File: config.mk
export PLATFORM = sky130hd
export DESIGN_NAME = wordle_score_history
export DESIGN_NICKNAME = d
export VERILOG_FILES = /design/src/rtl/wordle_pkg.sv /design/src/rtl/wordle_yellow_finder.sv /design/src/rtl/wordle_score_history.sv
export SDC_FILE = /design/constraint.sdc
export NUM_CORES = 1
export LEC_CHECK = 0
export ABC_AREA = 1
export BUFFER_PORTS_ARGS = -buffer_cell sky130_fd_sc_hd__buf_4
export CORE_ASPECT_RATIO = 1.1
export CORE_MARGIN = 1.5
export CORE_UTILIZATION = 45
export CTS_BUF_LIST = sky130_fd_sc_hd__clkbuf_16
export DETAILED_ROUTE_END_ITERATION = 10
export SLEW_MARGIN = 0
export SYNTH_ARGS = -nofsm -noshare
export SYNTH_HDL_FRONTEND = slang
export SYNTH_SLANG_ARGS = --single-unit
File: constraint.sdc
create_clock -name board_clk -period 36.4 [get_ports board_clk]
set_input_delay 3.64 -clock board_clk [delete_from_list [all_inputs] [get_ports board_clk]]
set_output_delay 3.64 -clock board_clk [all_outputs]
set_load 0.02 [all_outputs]
File: src/rtl/wordle_pkg.sv
// Shared definitions for the Wordle scoring engine.
// Holds the board colour codes, the blank-cell letter and the scoring FSM states.
package wordle_pkg;

    localparam logic [1:0] COL_EMPTY   = 2'd0;
    localparam logic [1:0] COL_ABSENT  = 2'd1;
    localparam logic [1:0] COL_PRESENT = 2'd2;
    localparam logic [1:0] COL_CORRECT = 2'd3;

    localparam logic [7:0] ASCII_SPACE = 8'h20;

    typedef enum logic [1:0] {
        ST_IDLE   = 2'd0,
        ST_GREEN  = 2'd1,
        ST_YELLOW = 2'd2,
        ST_COMMIT = 2'd3
    } state_t;

endpackage

File: src/rtl/wordle_yellow_finder.sv
// Finds the lowest-index secret position holding g_letter that is not yet used.
// Ports:
//   g_letter   - guess letter being scored
//   secret     - secret word, letter 0 in the MSBs
//   used       - one bit per secret position already matched
//   found_c    - a free matching position exists
//   j_onehot_c - one-hot marker of that position (zero when not found)
module wordle_yellow_finder #(
    parameter int unsigned WORD_LEN = 5,
    parameter int unsigned CHAR_W   = 8
) (
    input  logic [CHAR_W-1:0]          g_letter,
    input  logic [WORD_LEN*CHAR_W-1:0] secret,
    input  logic [WORD_LEN-1:0]        used,
    output logic                       found_c,
    output logic [WORD_LEN-1:0]        j_onehot_c
);

    // Priority scan: the first hit blocks all higher positions.
    always_comb begin
        found_c    = 1'b0;
        j_onehot_c = '0;
        for (int j = 0; j < WORD_LEN; j++) begin
            if (!found_c && !used[j] &&
                secret[(WORD_LEN-1-j)*CHAR_W +: CHAR_W] == g_letter) begin
                found_c       = 1'b1;
                j_onehot_c[j] = 1'b1;
            end
        end
    end

endmodule

File: src/rtl/wordle_score_history.sv
// Guess scoring and board history for the Wordle game.
// Scores one latched guess against a latched secret (greens first, then yellows
// that consume only unmatched secret letters) and stores each row for display.
// Ports:
//   board_clk, reset             - clock, async active-high reset
//   clear                        - synchronous new game, aborts scoring
//   secret, guess, guess_valid   - guess handshake (letter 0 in MSBs)
//   guess_ready, busy            - handshake / scoring status
//   score_done, win, lose        - row commit pulse and game result
//   guess_count                  - rows committed
//   rd_row, rd_col               - board read address
//   rd_char, rd_color            - board read data, one cycle after address
module wordle_score_history
    import wordle_pkg::*;
#(
    parameter  int unsigned WORD_LEN    = 5,
    parameter  int unsigned MAX_GUESSES = 6,
    parameter  int unsigned CHAR_W      = 8,
    localparam int unsigned ROW_W       = $clog2(MAX_GUESSES),
    localparam int unsigned COL_W       = $clog2(WORD_LEN),
    localparam int unsigned CNT_W       = $clog2(MAX_GUESSES + 1)
) (
    input  logic                       board_clk,
    input  logic                       reset,
    input  logic                       clear,
    input  logic [WORD_LEN*CHAR_W-1:0] secret,
    input  logic [WORD_LEN*CHAR_W-1:0] guess,
    input  logic                       guess_valid,
    output logic                       guess_ready,
    output logic                       busy,
    output logic                       score_done,
    output logic                       win,
    output logic                       lose,
    output logic [CNT_W-1:0]           guess_count,
    input  logic [ROW_W-1:0]           rd_row,
    input  logic [COL_W-1:0]           rd_col,
    output logic [CHAR_W-1:0]          rd_char,
    output logic [1:0]                 rd_color
);

    localparam int unsigned        WORD_W = WORD_LEN * CHAR_W;
    localparam logic [CHAR_W-1:0]  SPACE  = CHAR_W'(ASCII_SPACE);

    state_t                state_q, state_d;
    logic [WORD_W-1:0]     secret_q;
    logic [CHAR_W-1:0]     guess_q [WORD_LEN];
    logic [WORD_LEN-1:0]   green_q, used_q, green_c, j_onehot_c;
    logic                  found_c, accept_c, last_col_c;
    logic [COL_W-1:0]      col_q;
    logic [1:0]            color_q [WORD_LEN];
    logic [CHAR_W-1:0]     board_char  [MAX_GUESSES][WORD_LEN];
    logic [1:0]            board_color [MAX_GUESSES][WORD_LEN];

    // Per-column exact matches against the latched words.
    always_comb begin
        green_c = '0;
        for (int i = 0; i < WORD_LEN; i++) begin
            green_c[i] = (guess_q[i] == secret_q[(WORD_LEN-1-i)*CHAR_W +: CHAR_W]);
        end
    end

    assign accept_c   = guess_valid && guess_ready && !clear;
    assign last_col_c = (col_q == COL_W'(WORD_LEN - 1));

    wordle_yellow_finder #(
        .WORD_LEN (WORD_LEN),
        .CHAR_W   (CHAR_W)
    ) u_yellow_finder (
        .g_letter   (guess_q[col_q]),
        .secret     (secret_q),
        .used       (used_q),
        .found_c    (found_c),
        .j_onehot_c (j_onehot_c)
    );

    // State register.
    always_ff @(posedge board_clk or posedge reset) begin
        if (reset) state_q <= ST_IDLE;
        else       state_q <= state_d;
    end

    // Next-state logic; clear overrides everything.
    always_comb begin
        state_d = state_q;
        if (clear) begin
            state_d = ST_IDLE;
        end else begin
            case (state_q)
                ST_IDLE:   if (accept_c) state_d = ST_GREEN;
                ST_GREEN:  state_d = ST_YELLOW;
                ST_YELLOW: if (last_col_c) state_d = ST_COMMIT;
                ST_COMMIT: state_d = ST_IDLE;
                default:   state_d = ST_IDLE;
            endcase
        end
    end

    // Handshake and status outputs decoded from the state register.
    always_comb begin
        guess_ready = 1'b0;
        busy        = 1'b0;
        if (state_q == ST_IDLE) guess_ready = !win && !lose;
        else                    busy        = 1'b1;
    end

    // Scoring datapath and board storage; the board is only written in COMMIT.
    always_ff @(posedge board_clk or posedge reset) begin
        if (reset) begin
            secret_q    <= '0;
            green_q     <= '0;
            used_q      <= '0;
            col_q       <= '0;
            guess_count <= '0;
            win         <= 1'b0;
            lose        <= 1'b0;
            score_done  <= 1'b0;
            for (int i = 0; i < WORD_LEN; i++) begin
                guess_q[i] <= '0;
                color_q[i] <= COL_EMPTY;
            end
            for (int r = 0; r < MAX_GUESSES; r++) begin
                for (int c = 0; c < WORD_LEN; c++) begin
                    board_char[r][c]  <= SPACE;
                    board_color[r][c] <= COL_EMPTY;
                end
            end
        end else begin
            score_done <= 1'b0;
            if (clear) begin
                guess_count <= '0;
                win         <= 1'b0;
                lose        <= 1'b0;
                for (int r = 0; r < MAX_GUESSES; r++) begin
                    for (int c = 0; c < WORD_LEN; c++) begin
                        board_char[r][c]  <= SPACE;
                        board_color[r][c] <= COL_EMPTY;
                    end
                end
            end else begin
                case (state_q)
                    ST_IDLE: begin
                        if (accept_c) begin
                            secret_q <= secret;
                            for (int i = 0; i < WORD_LEN; i++) begin
                                guess_q[i] <= guess[(WORD_LEN-1-i)*CHAR_W +: CHAR_W];
                            end
                        end
                    end
                    ST_GREEN: begin
                        green_q <= green_c;
                        used_q  <= green_c;
                        col_q   <= '0;
                    end
                    ST_YELLOW: begin
                        if (green_q[col_q]) begin
                            color_q[col_q] <= COL_CORRECT;
                        end else if (found_c) begin
                            color_q[col_q] <= COL_PRESENT;
                            used_q         <= used_q | j_onehot_c;
                        end else begin
                            color_q[col_q] <= COL_ABSENT;
                        end
                        col_q <= col_q + COL_W'(1);
                    end
                    ST_COMMIT: begin
                        for (int i = 0; i < WORD_LEN; i++) begin
                            board_char[ROW_W'(guess_count)][i]  <= guess_q[i];
                            board_color[ROW_W'(guess_count)][i] <= color_q[i];
                        end
                        guess_count <= guess_count + CNT_W'(1);
                        score_done  <= 1'b1;
                        win         <= &green_q;
                        lose        <= !(&green_q) &&
                                       (32'(guess_count) + 32'd1 == MAX_GUESSES);
                    end
                    default: ;
                endcase
            end
        end
    end

    // Registered read port; out-of-range addresses read as an empty cell.
    always_ff @(posedge board_clk or posedge reset) begin
        if (reset) begin
            rd_char  <= SPACE;
            rd_color <= COL_EMPTY;
        end else if (32'(rd_row) < MAX_GUESSES && 32'(rd_col) < WORD_LEN) begin
            rd_char  <= board_char[rd_row][rd_col];
            rd_color <= board_color[rd_row][rd_col];
        end else begin
            rd_char  <= SPACE;
            rd_color <= COL_EMPTY;
        end
    end

endmodule

==> metrics.yaml <==
global_route:
  antenna_found_initial: 0
  grt_pass1_wl_um: 106000
  grt_overflow: 0
  grt_max_degree: 134
  grt_pass1_vias: 17719
  grt_usage_pct: 30.2
synth:
  synthFlopType: "dfrtp_1"
  syn_nets: 2514
  synth-seq-cells: 421
  seq_area_frac_synth_pct: 51.8
  synth-async-reset-ratio_pct: 100
  synth_cell_type_count: 51
  synth.cell_area_um2: 20400
  synth_edf_count: 0
  synth_top_area_cell: "dfrtp_1"
  yosys-top-cells-area: "dfrtp_1, o21ai_0, nand2_1"
  synth_top_cell_area_share_pct: 47.8
  syn_inst: 2415
  yosys_warnings: 0
  synth.avg_cell_area_um2: 8.45
timing:
  finalMaxSlewViolations: 0
  skew_ns: 0.0132
  period_needed_ns: 5.99
  hold_viol: 0
  fin_crit_sh_pct: 16.5
  fmaxAchievable_mhz: 167
  setup_slack_ns: 30.41
  relSlewSlack_pct: 16.8
  fin_tns_setup_ns: 0
  setup_viol: 0
  max_slew.worst_pin.slew_ns: 1.25
  grt_setup_unrepaired: "false"
setup_path:
  worst_ep_arrival_time_ns: 6.43
  cp_max_fo: 128
  r2r_cells: 15
  cp_cell_sequence: "buf_6, inv_2, buf_4, nand2_1, a32o_1, nand2_1, a41oi_1, o21ai_0"
  r2r_start: "col_q[1]"
  cpMostUsedCell: "nand2_1"
  end_kind: "register"
  crit_type: "primary input to register"
  crit_family: "buffers and inverters"
  startpoint_type: "primary input"
  required_ns: 36.84
  startpoint: "rd_row[0]"
  cp_num_cells: 8
  critical_path_buf_inv_count: 3
  worstSetupEndpoint: "rd_char[3]"
  r2r_slack_ns: 32.93
  critPathMaxStageDelay_ns: 0.61
  critPathSlowestCell: "buf_6"
clocking:
  cts_buffers: 45
  clockBufferDepth: 3
  cts_max_level: 2
  cts_tree: "built"
  clkSlewWorstSetupHoldPaths_ns: 0.06
  cts_setup_buffers: 0
  root_buffer: "clkbuf_16"
  cts_sinks: 421
  cts_resized: 0
  clock_latency_ns: 0.58
  ctsHoldBuffers: 0
placed_design:
  io_buffers: 107
  place_hpwl_um: 41700
  place_congestion: 0.995
  preCtsSetupSlack_ns: 29.81
layout:
  mostFrequentLayoutCell: "nand2_1"
  area_growth_pct: 12.2
  final_cell_mix: "nand2_1, dfrtp_1, o21ai_0"
  final_nets: 2531
  diodes: 0
  fillers: 4288
  drive_gt1_share_pct: 12.5
routing:
  drt_iter0_markers: 1814
  first_pass_iters: 5
  wl_um: 69000
  vias: 18110
  drtAntennaViolNets: 0
  wire_per_inst_um: 22.7
  drc_errors: 0
  avgViaCountPerCell: 5.95
pwr:
  p_switching_mw: 0.598
  p_comb_share_pct: 30.5
  power_density_nw_per_um2: 67.7
  totalPowerFinal_mw: 1.55
  seq_power_share_pct: 41.2
  clkPwrFrac_pct: 28.2
  p_leak_nw: 10.3
  ir_drop_v: 0.0000573
  internal_power_mw: 0.953
  switching_share_pct: 38.5
job:
  cap_violations: 0
floorplan:
  dieWidth_um: 206
  io_pins: 108
  start_util_pct: 45.8
  rows: 81
  core_um2: 44600
  die_h_um: 226
  die-area_um2: 46600
hold_path:
  hp-class: "register to register"
status:
  status: "finished, final reports clean"
-- through the flow --
| step | hold slack, ns | area (um2) | util [%] | std cells |
|---|---|---|---|---|
| 5_1_grt | 0.506 | 22900 | 51.3 | 3044 |
| 3_5_place_dp | 0.460 | 21500 | 48.3 | 2966 |
| 3_3_place_gp | 0.456 | 21500 | 48.3 | 2966 |
| 2_1_floorplan | 0.446 | 20400 | - | 2415 |
| 6_report | 0.473 | 22900 | 51.3 | 3044 |
| 4_1_cts | 0.470 | 22900 | 51.3 | 3044 |
-- final cells by class --
| cell class | count | area [um2] | area share (%) |
|---|---|---|---|
| Clock buffer | 45 | 1130 | 4.92 |
| Clock inverter | 33 | 221 | 0.968 |
| Inverter | 194 | 741 | 3.24 |
| Multi-Input combinational cell | 1637 | 8500 | 37.1 |
| Sequential cell | 421 | 10600 | 46.2 |
| Tap cell | 581 | 727 | 3.18 |
| Timing Repair Buffer | 133 | 1000 | 4.38 |
-- cell usage after synthesis (8+ instances only) --
cell type / instances
nor2_4: 8
inv_1: 188
clkbuf_1: 131
ha_1: 9
xnor2_1: 13
nor3_1: 16
a21oi_1: 173
o22ai_1: 87
buf_1: 20
nand4_1: 35
xor2_1: 22
buf_2: 8
dfstp_2: 31
o21ai_0: 314
a32o_1: 24
nor2_1: 170
nand2_1: 408
mux2_2: 38
nand3_1: 244
dfrtp_1: 390
-- power by group through the flow --
stage                     clock [mW]  combinational (mW)  sequential (mW)
after global placement             0               0.459            0.642
after detailed placement           0               0.467            0.645
after global routing           0.464               0.523            0.647
after CTS                      0.444               0.469            0.637
after floorplan                    0               0.333            0.609
final                          0.438               0.473            0.640
-- logic make-up (layout without fill, tap and decap cells) --
kind of cell,after synthesis,after routing,share of synthesized area [%]
xor gates and xnor gates,35,35,1.50
DFF,421,421,51.8
adders and majority gates,9,9,0.552
buffers and inverters,357,405,6.74
AOI/OAI and AO/OA,646,646,17.7
and+or+nand+nor,909,909,19.6
muxes,38,38,2.10
-- metal layers --
| metal | routed length [um] | up-vias | global-route usage (%) |
|---|---|---|---|
| met2 | 32200 | 727 | 48.4 |
| met4 | 2840 | 0 | 12.5 |
| met5 | 0 | - | 0 |
| met3 | 4760 | 146 | 5.59 |
| met1 | 29200 | 8999 | 40.3 |
| li1 | - | 8238 | - |
-- worst min-delay path by stage --
stage	start	end	slack [ns]	depth (start not counted)
floorplan	board_char[45]	board_char[45]	0.45	2
global placement	board_char[45]	board_char[45]	0.46	2
detailed placement	board_char[45]	board_char[45]	0.46	2
CTS	board_char[45]	board_char[45]	0.47	2
global route	board_char[5]	board_char[5]	0.51	2
finish	board_char[45]	board_char[45]	0.47	2
-- registers in the layout, indices dropped and copies added (netlist names), named ones only --
name         count
rd_char          8
state_q          2
col_q            3
rd_color         2
green_q          5
guess_count      3
secret_q        40
board_char     240
used_q           5
score_done       1
guess_q         40
board_color     60
lose             1
win              1
-- tightest hold or removal path, delay by kind of cell (launching register included) --
kind             cells  cell delay [ns]
DFF                  1             0.37
and+or+nand+nor      2             0.10
(Power assumes the default switching activity.)
